## src/rtl/ps2_key_decoder_if.sv

```systemverilog
// Decoded key-event bundle from the PS/2 receiver to the game processor.
// Strobes are single-cycle; no backpressure (the consumer must sample on key_valid).
interface ps2_key_decoder_if;
  logic [7:0] keycode;
  logic       key_make;
  logic       key_ext;
  logic       key_valid;
  logic       frame_err;

  modport master (output keycode, key_make, key_ext, key_valid, frame_err);
  modport slave  (input  keycode, key_make, key_ext, key_valid, frame_err);
endinterface

```

## src/rtl/ps2_key_decoder.sv

```systemverilog
// PS/2 scan-code-set-2 receiver; key_valid/frame_err 1 clk after the stop-bit fall event, no backpressure.
// Optional PS2_PARITY_CHECK_EN: enables odd-parity checking of each frame.
module ps2_key_decoder #(
  parameter int FILTER_LEN     = 8,
  parameter int TIMEOUT_CYCLES = 50000
) (
  input  logic               clk,
  input  logic               reset,
  input  logic               ps2_clk,
  input  logic               ps2_dat,
  ps2_key_decoder_if.master  key
);

  localparam int TW = $clog2(TIMEOUT_CYCLES + 1);

  typedef enum logic [1:0] {IDLE, DATA, PARITY, STOP} state_t;

  state_t                state, state_nxt;
  logic                  clk_s1, clk_s2, dat_s1, dat_s2;
  logic [FILTER_LEN-1:0] hist;
  logic                  filt, filt_prev, fall;
  logic [2:0]            bit_cnt, bit_cnt_nxt;
  logic [7:0]            shreg, shreg_nxt;
  logic [TW-1:0]         tmo_cnt;
  logic                  tmo_hit;
  logic                  frame_good;
  logic                  byte_done, byte_bad, start_bad;
  logic                  ext_pend, brk_pend;
`ifdef PS2_PARITY_CHECK_EN
  logic                  par_bit, par_nxt;
`endif

  // Lines idle high, so the synchronizers and filter come out of reset at 1.
  always_ff @(posedge clk or negedge reset) begin
    if (!reset) begin
      clk_s1    <= 1'b1;
      clk_s2    <= 1'b1;
      dat_s1    <= 1'b1;
      dat_s2    <= 1'b1;
      hist      <= '1;
      filt      <= 1'b1;
      filt_prev <= 1'b1;
    end else begin
      clk_s1    <= ps2_clk;
      clk_s2    <= clk_s1;
      dat_s1    <= ps2_dat;
      dat_s2    <= dat_s1;
      hist      <= {hist[FILTER_LEN-2:0], clk_s2};
      if (&hist)
        filt <= 1'b1;
      else if (~|hist)
        filt <= 1'b0;
      filt_prev <= filt;
    end
  end

  assign fall    = filt_prev & ~filt;
  assign tmo_hit = (state != IDLE) && !fall && (tmo_cnt == TW'(TIMEOUT_CYCLES));

`ifdef PS2_PARITY_CHECK_EN
  assign frame_good = dat_s2 & (^shreg ^ par_bit);
`else
  assign frame_good = dat_s2;
`endif

  always_ff @(posedge clk or negedge reset) begin
    if (!reset) begin
      state   <= IDLE;
      bit_cnt <= '0;
      shreg   <= '0;
      tmo_cnt <= '0;
`ifdef PS2_PARITY_CHECK_EN
      par_bit <= 1'b0;
`endif
    end else begin
      state   <= state_nxt;
      bit_cnt <= bit_cnt_nxt;
      shreg   <= shreg_nxt;
`ifdef PS2_PARITY_CHECK_EN
      par_bit <= par_nxt;
`endif
      // Saturating idle-time counter, only meaningful inside a frame.
      if (fall || state == IDLE)
        tmo_cnt <= '0;
      else if (tmo_cnt != TW'(TIMEOUT_CYCLES))
        tmo_cnt <= tmo_cnt + 1'b1;
    end
  end

  always_comb begin
    state_nxt   = state;
    bit_cnt_nxt = bit_cnt;
    shreg_nxt   = shreg;
`ifdef PS2_PARITY_CHECK_EN
    par_nxt     = par_bit;
`endif
    byte_done   = 1'b0;
    byte_bad    = 1'b0;
    start_bad   = 1'b0;
    if (tmo_hit) begin
      state_nxt = IDLE;
    end else if (fall) begin
      case (state)
        IDLE: begin
          if (!dat_s2) begin
            state_nxt   = DATA;
            bit_cnt_nxt = '0;
          end else begin
            start_bad = 1'b1;
          end
        end
        DATA: begin
          shreg_nxt   = {dat_s2, shreg[7:1]};
          bit_cnt_nxt = bit_cnt + 3'd1;
          if (bit_cnt == 3'd7)
            state_nxt = PARITY;
        end
        PARITY: begin
`ifdef PS2_PARITY_CHECK_EN
          par_nxt   = dat_s2;
`endif
          state_nxt = STOP;
        end
        STOP: begin
          state_nxt = IDLE;
          if (frame_good)
            byte_done = 1'b1;
          else
            byte_bad = 1'b1;
        end
        default: state_nxt = IDLE;
      endcase
    end
  end

  // Prefix folding and output registers; timeout leaves pending prefixes alone.
  always_ff @(posedge clk or negedge reset) begin
    if (!reset) begin
      key.keycode   <= 8'h00;
      key.key_make  <= 1'b0;
      key.key_ext   <= 1'b0;
      key.key_valid <= 1'b0;
      key.frame_err <= 1'b0;
      ext_pend      <= 1'b0;
      brk_pend      <= 1'b0;
    end else begin
      key.key_valid <= 1'b0;
      key.frame_err <= start_bad | byte_bad | tmo_hit;
      if (byte_bad) begin
        ext_pend <= 1'b0;
        brk_pend <= 1'b0;
      end else if (byte_done) begin
        if (shreg == 8'hE0) begin
          ext_pend <= 1'b1;
        end else if (shreg == 8'hF0) begin
          brk_pend <= 1'b1;
        end else if (shreg inside {8'h00, 8'hAA, 8'hEE, 8'hFA, 8'hFC, 8'hFE, 8'hFF}) begin
          ext_pend <= 1'b0;
          brk_pend <= 1'b0;
        end else begin
          key.keycode   <= shreg;
          key.key_make  <= ~brk_pend;
          key.key_ext   <= ext_pend;
          key.key_valid <= 1'b1;
          ext_pend      <= 1'b0;
          brk_pend      <= 1'b0;
        end
      end
    end
  end

endmodule

```

## src/flat_wrapper.sv

```systemverilog
// flat-port wrapper written by rule: the top's interface ports become plain ports
module ps2_key_decoder_flat 
#(
  parameter int FILTER_LEN     = 8,
  parameter int TIMEOUT_CYCLES = 50000
)
  (clk, reset, ps2_clk, ps2_dat, key_keycode, key_key_make, key_key_ext, key_key_valid, key_frame_err);
  ps2_key_decoder_if key_i ();
  input  logic clk;
  input  logic reset;
  input  logic ps2_clk;
  input  logic ps2_dat;
  output wire logic [$bits(key_i.keycode)-1:0] key_keycode;
  output wire logic [$bits(key_i.key_make)-1:0] key_key_make;
  output wire logic [$bits(key_i.key_ext)-1:0] key_key_ext;
  output wire logic [$bits(key_i.key_valid)-1:0] key_key_valid;
  output wire logic [$bits(key_i.frame_err)-1:0] key_frame_err;
  assign key_keycode = key_i.keycode;
  assign key_key_make = key_i.key_make;
  assign key_key_ext = key_i.key_ext;
  assign key_key_valid = key_i.key_valid;
  assign key_frame_err = key_i.frame_err;
  ps2_key_decoder #(.FILTER_LEN(FILTER_LEN), .TIMEOUT_CYCLES(TIMEOUT_CYCLES)) u_core (.clk(clk), .reset(reset), .ps2_clk(ps2_clk), .ps2_dat(ps2_dat), .key(key_i));
endmodule
```

## config.mk

```make
export PLATFORM = sky130hd
export DESIGN_NAME = ps2_key_decoder_flat
export DESIGN_NICKNAME = d
export VERILOG_FILES = /design/src/rtl/ps2_key_decoder_if.sv /design/src/rtl/ps2_key_decoder.sv /design/src/flat_wrapper.sv
export SDC_FILE = /design/constraint.sdc
export NUM_CORES = 1
export LEC_CHECK = 0
export BUFFER_PORTS_ARGS = -buffer_cell sky130_fd_sc_hd__buf_2
export CAP_MARGIN = 0
export CORE_MARGIN = 2
export CORE_UTILIZATION = 40
export CTS_BUF_LIST = sky130_fd_sc_hd__clkbuf_2 sky130_fd_sc_hd__clkbuf_4 sky130_fd_sc_hd__clkbuf_8
export CTS_CLUSTER_DIAMETER = 150
export DETAILED_ROUTE_END_ITERATION = 7
export PLACE_DENSITY = 0.61
export SLEW_MARGIN = 20
export SYNTH_ARGS = -nofsm -noshare
export SYNTH_HDL_FRONTEND = slang
export SYNTH_SLANG_ARGS = --single-unit
```

## constraint.sdc

```tcl
create_clock -name clk -period 2.1 [get_ports clk]
set_clock_uncertainty 0.2 [all_clocks]
set_input_delay 0.105 -clock clk [delete_from_list [all_inputs] [get_ports clk]]
set_output_delay 0.105 -clock clk [all_outputs]
set_load 0.03 [all_outputs]
```

### Yosys cells after proc, flatten, opt, wreduce, memory -nomap -nowiden

Cells that the tools add are included.

| word-level totals | value |
|---|---|
| logic and storage cells | 105 |
| output and inout bits | 12 |
| bits in registers | 57 |

| cells by class | value |
|---|---|
| $add $sub $neg | 2 |
| eq/ne operators | 20 |
| mux-type cells | 35 |
| reductions and logical operators | 20 |
| bitwise operators | 10 |

Operators by type and width:

| operator | count |
|---|---|
| 8-bit == test (second input constant) | 8 |
| 16-bit two-way mux | 2 |
| 1-bit two-way mux | 26 |
| 16-bit by 1-bit adder with 16-bit output (second input constant) | 1 |
| 16-bit == test (second input constant) | 1 |
| 16-bit inequality test (second input constant) | 1 |
| 2-bit nonzero test | 5 |
| 8-bit logical NOT | 1 |
| 2-bit two-way mux | 4 |
| 2-bit one-hot mux with 4 select lines | 1 |
| 8-bit AND reduction | 1 |
| 8-bit OR reduction | 1 |
| 1-bit NOT | 7 |
| 7-bit nonzero test | 1 |
| 3-bit by 1-bit inequality test with 1-bit output (second input constant) | 2 |
| 3-bit one-hot mux with 2 select lines | 1 |
| 3-bit AND reduction | 2 |
| 5-bit AND reduction | 1 |
| 2-bit == test (second input constant) | 2 |
| 2-bit by 1-bit inequality test with 1-bit output (second input constant) | 2 |
| 2-bit AND reduction | 2 |
| 4-bit AND reduction | 1 |
| 3-bit by 1-bit adder with 3-bit output (second input constant) | 1 |
| 3-bit == test (second input constant) | 1 |
| other kinds (10) | 12 |

### Longest topological paths before layout

| depth | value |
|---|---|
| depth in word-level cells | 8 |
| gate-level depth with buffers | 7 |
| depth with buffers taken out | 7 |

### Least setup slack after synthesis

OpenSTA, ideal clock, no wires.

| timing path | value |
|---|---|
| path type | flip-flop to flip-flop |
| from | reg u_core.filt_prev |
| to | reg u_core.key.key_ext |
| setup slack | 0.104 ns |
| cell stages (with the launch flop) | 7 |
| data arrival time | 1.671 ns |
| path buffers | 1 |
| path through | dfstp_2 -> nor2b_1 -> nand2_1 -> a211o_1 -> a211oi_2 -> buf_6 -> mux2_4 |

| between the ends | value |
|---|---|
| word-level cells in the longest chain between the ends | 7 |

RTL lines:

| element | line | source |
|---|---|---|
| from (decl) | ps2_key_decoder.sv:21 | `logic filt, filt_prev, fall;` |
| from (signal assigned) | ps2_key_decoder.sv:53 | `filt_prev <= filt;` |
| 1-bit bitwise AND * | ps2_key_decoder.sv:57 | `assign fall = filt_prev & ~filt;` |
| 1-bit logical NOT | ps2_key_decoder.sv:58 | `assign tmo_hit = (state != IDLE) && !fall && (tmo_cnt == TW'(TIMEOUT_CYCLES));` |
| 1-bit logical AND (2 in series) | ps2_key_decoder.sv:58 |  |
| 1-bit two-way mux | ps2_key_decoder.sv:100 | `if (tmo_hit) begin` |
| 1-bit NOT (no source line) | - |  |
| 5-bit AND reduction (no source line) * | - |  |
| to (signal assigned) | ps2_key_decoder.sv:163 | `key.key_ext <= ext_pend;` |
| to (decl) | ps2_key_decoder_if.sv:10 | `modport master (output keycode, key_make, key_ext, key_valid, frame_err);` |

Mark *: on every way between the ends. The rest lies on a longest branch, timed or not.
A chain may end at the register's enable or synchronous reset.

### Worst setup path after layout

| timing path | value |
|---|---|
| from | reg u_core.filt_prev |
| to | reg u_core.key.keycode[3] |

| between the ends | value |
|---|---|
| word-level cells in the longest chain between the ends | 7 |

RTL lines:

| element | line | source |
|---|---|---|
| 1-bit bitwise AND * | ps2_key_decoder.sv:57 |  |
| 1-bit logical NOT | ps2_key_decoder.sv:58 |  |
| 1-bit logical AND (2 in series) | ps2_key_decoder.sv:58 |  |
| 1-bit two-way mux | ps2_key_decoder.sv:100 |  |
| 1-bit NOT (no source line) | - |  |
| 5-bit AND reduction (no source line) * | - |  |
| to (signal assigned) | ps2_key_decoder.sv:161 | `key.keycode <= shreg;` |
| to (decl) | ps2_key_decoder_if.sv:10 |  |

Marks and branches as above.

==> results.py <==
metrics = {
    "outcome": {
        "status": "finished, violations left",
        "violations": "setup timing",
    },
    "floorplanning": {
        "coreArea_um2": 6026,
        "dieArea_um2": 6971,
        "num_rows": 28,
        "die_height_um": 83.49,
        "io_pins": 16,
        "start_util_pct": 41.94,
        "die_w_um": 83.49,
    },
    "setup_path": {
        "cp-startpoint": "u_core.filt_prev$_DFF_PN1_",
        "start_kind": "register",
        "arrival_ns": 2.15,
        "max_stage_delay_ns": 0.52,
        "path_cells": "nor2b_4, nand2_2, a211o_1, a211oi_4, clkbuf_16, mux2_4",
        "critPathMaxFanout": 5,
        "critPathSlowestCell": "dfstp_2",
        "endpoint_kind": "register",
        "critPathBufInv": 1,
        "critPathTopFamily": "compound AO/OA/AOI/OAI gates",
        "crit_required_ns": 2.13,
        "path_class": "reg -> reg",
        "reg2reg_from": "u_core.filt_prev$_DFF_PN1_",
    },
    "detailed_routing": {
        "vias_per_cell": 4.916,
        "dr.pass1.iters": 4,
        "post_drt_wl_per_cell_um": 13.18,
        "antenna_left": 0,
        "drtIter0Drc": 71,
        "drc": 0,
        "vias": 1632,
        "drt_wl_total_um": 4377,
    },
    "global_route": {
        "first_global_vias": 1587,
        "antenna_found_initial": 0,
        "grt.overflow.total": 0,
        "groute.usage.overall_pct": 13.79,
        "grt_max_degree": 58,
        "grt_pass1_wl_um": 7521,
    },
    "synth": {
        "syn_nets": 223,
        "ys_ff_latch": 57,
        "synth_edf_count": 0,
        "synthTopCellsByArea": "dfrtp_1 43%, dfstp_2 15%, mux2_4 4.8%",
        "syn_area_per_cell_um2": 12.04,
        "ys_types": 42,
        "synth_top_area_share_pct": 42.57,
        "ys.warnings.count": 0,
        "synthArstFlopShare_pct": 100.0,
        "synthFlopType": "dfrtp_1",
        "synthCells": 210,
        "synth_commonest_cells": "43 x dfrtp_1, 22 x nor2_1, 14 x dfstp_2",
        "yosysTopAreaCell": "dfrtp_1",
        "synth_most_common_cell": "dfrtp_1",
        "netlist_area_um2": 2527,
        "yosysSeqAreaShare_pct": 57.13,
    },
    "power": {
        "p_leak_nw": 1.467,
        "combPwrFrac_pct": 15.0,
        "p_int_mw": 2.088,
        "power_density_nw_per_um2": 924.7,
        "vdd_drop_max_v": 0.0007295,
        "power_frac_seq_pct": 44.1,
        "switching_share_pct": 27.37,
        "p_switching_mw": 0.7869,
        "clockPowerShare_pct": 40.9,
    },
    "clock_tree": {
        "h-tree-depth": 3,
        "clock_latency_ns": 0.34,
        "numCtsBuffers": 9,
        "cts-root-buf": "clkbuf_8",
        "cts.sinks": 57,
        "clk_pin_slew_ns": 0.07,
        "clockBufferDepth": 2,
        "cts_tree": "done",
    },
    "timing": {
        "finalCritPeriodShare_pct": 101.0,
        "maxSlewViolCount": 0,
        "worst_pin_slew_ns": 0.7021,
        "fin_tns_setup_ns": -0.06457,
        "period_needed_ns": 2.122,
        "fmax_mhz": 471.3,
        "relSlewSlack_pct": 53.19,
        "rsz0062_at_grt": "true",
        "setup_ws_ns": -0.02192,
        "setup_viol": 3,
        "finalHoldViolCount": 0,
    },
    "layout": {
        "multi_input_area_um2": 1046,
        "drive_above_1_share_pct": 33.46,
        "area_delta_synth_final_pct": 23.02,
        "fin_nets": 265,
        "fin_cells": 332,
        "num_antenna_cells": 0,
        "regArea_um2": 1444,
        "nFillCells": 547,
    },
    "place": {
        "pre_cts_slack_ns": 0.01510,
        "dp_cells": 309,
        "place.gp.congestion": 0.7105,
        "io_buffers": 15,
        "post-dp-hpwl_um": 2771,
    },
    "min_path": {
        "hp-start": "u_core.clk_s1$_DFF_PN1_",
        "worstHoldPathType": "reg -> reg",
    },
    "job": {
        "drv_cap": 0,
    },
}
timing repair:
item                                    in CTS  in global routing
endpoints found under the setup margin       0                  9
hold endpoints to repair                    45                  0
setup buffers                                0                  3
hold buffers                                 3                  0
resized for setup                            0                  5
flip-flops by register name, indices dropped and copies added, names as in the netlist:
register              count
u_core.shreg              8
u_core.tmo_cnt           16
u_core.key.key_ext        1
u_core.filt               1
u_core.key.frame_err      1
u_core.dat_s2             1
u_core.key.keycode        8
u_core.key.key_make       1
u_core.bit_cnt            3
u_core.state              2
u_core.hist               8
u_core.clk_s2             1
u_core.key.key_valid      1
u_core.dat_s1             1
u_core.brk_pend           1
u_core.ext_pend           1
u_core.filt_prev          1
u_core.clk_s1             1
final cells by class:
cell class	count	area share (%)
timing repair buffer	35	8.451
clock inverter	5	2.495
multi-input combinational	140	33.64
tap	75	3.018
sequential	57	46.44
clock buffer	11	4.869
inverter	9	1.087
power groups by stage:
stage               logic (mW)  registers [mW]  clock network [mW]
floorplan                0.298            1.26                   0
global placement         0.423            1.28                   0
detailed placement       0.432            1.29                   0
CTS                      0.440            1.27                1.21
global route             0.498            1.28                1.27
finish                   0.430            1.27                1.18
placed cells by master, fill, tap and decap left out, types with 10 or more instances in the layout:
cell type | synthesis | routed
o21ai_0 | 10 | 10
nand2_1 | 13 | 12
buf_2 | 2 | 15
clkbuf_8 | 0 | 11
buf_4 | 0 | 15
nand3_1 | 11 | 11
nor2_1 | 22 | 22
dfrtp_1 | 43 | 43
dfstp_2 | 14 | 14
per-stage QoR:
step	total power, mW	instance area [µm²]	util, %	hold WS [ns]
4_1_cts	2.914	3040	50.46	0.1591
5_1_grt	3.043	3109	51.60	0.1599
3_5_place_dp	1.718	2781	46.16	0.01166
3_3_place_gp	1.705	2781	46.16	0.01192
6_report	2.875	3109	51.60	0.1579
2_1_floorplan	1.560	2527	-	-0.3906
cell families after synthesis:
family                   share of synthesized area (%)
multiplexers                                     9.159
flip-flops                                       57.13
buffers and inverters                            2.326
XOR/XNOR                                         4.852
AO/OA/AOI/OAI                                    5.594
adder cells (fa/ha/maj)                          4.901
AND/OR/NAND/NOR                                  16.04
path summary, 6_finish.rpt:
| kind | to | slack [ns] | cells past startpoint |
|---|---|---|---|
| max in group asynchronous | u_core.key.keycode[5]$_DFFE_PN0P_ | 1.00 | 3 |
| worst min-delay path | u_core.clk_s2$_DFF_PN1_ | 0.16 | 0 |
| min in group asynchronous | u_core.bit_cnt[1]$_DFFE_PN0P_ | 0.23 | 3 |
| worst max-delay path | u_core.key.keycode[3]$_DFFE_PN0P_ | -0.02 | 6 |
| worst max register to register | u_core.key.keycode[3]$_DFFE_PN0P_ | -0.02 | 6 |
| worst min register to register | u_core.clk_s2$_DFF_PN1_ | 0.16 | 0 |
per-layer routing:
layer / track usage, % / wire, µm / vias up / part of all wire [%]
li1: - / - / 819 / -
met1: 19.36 / 2328 / 786 / 53
met2: 18.40 / 1810 / 19 / 41
met3: 5.935 / 164 / 8 / 3.7
met4: 6.158 / 74 / 0 / 1.7
met5: 0 / 0 / - / 0
worst register-to-register path, delay by kind of cell, from the launching register on:
kind	cells	cell delay, ns
multiplexers	1	0.29
AND/OR/NAND/NOR	2	0.19
buffers and inverters	1	0.21
flip-flops	1	0.52
AO/OA/AOI/OAI	2	0.59
No activity file was read; power rests on OpenSTA's default activity.
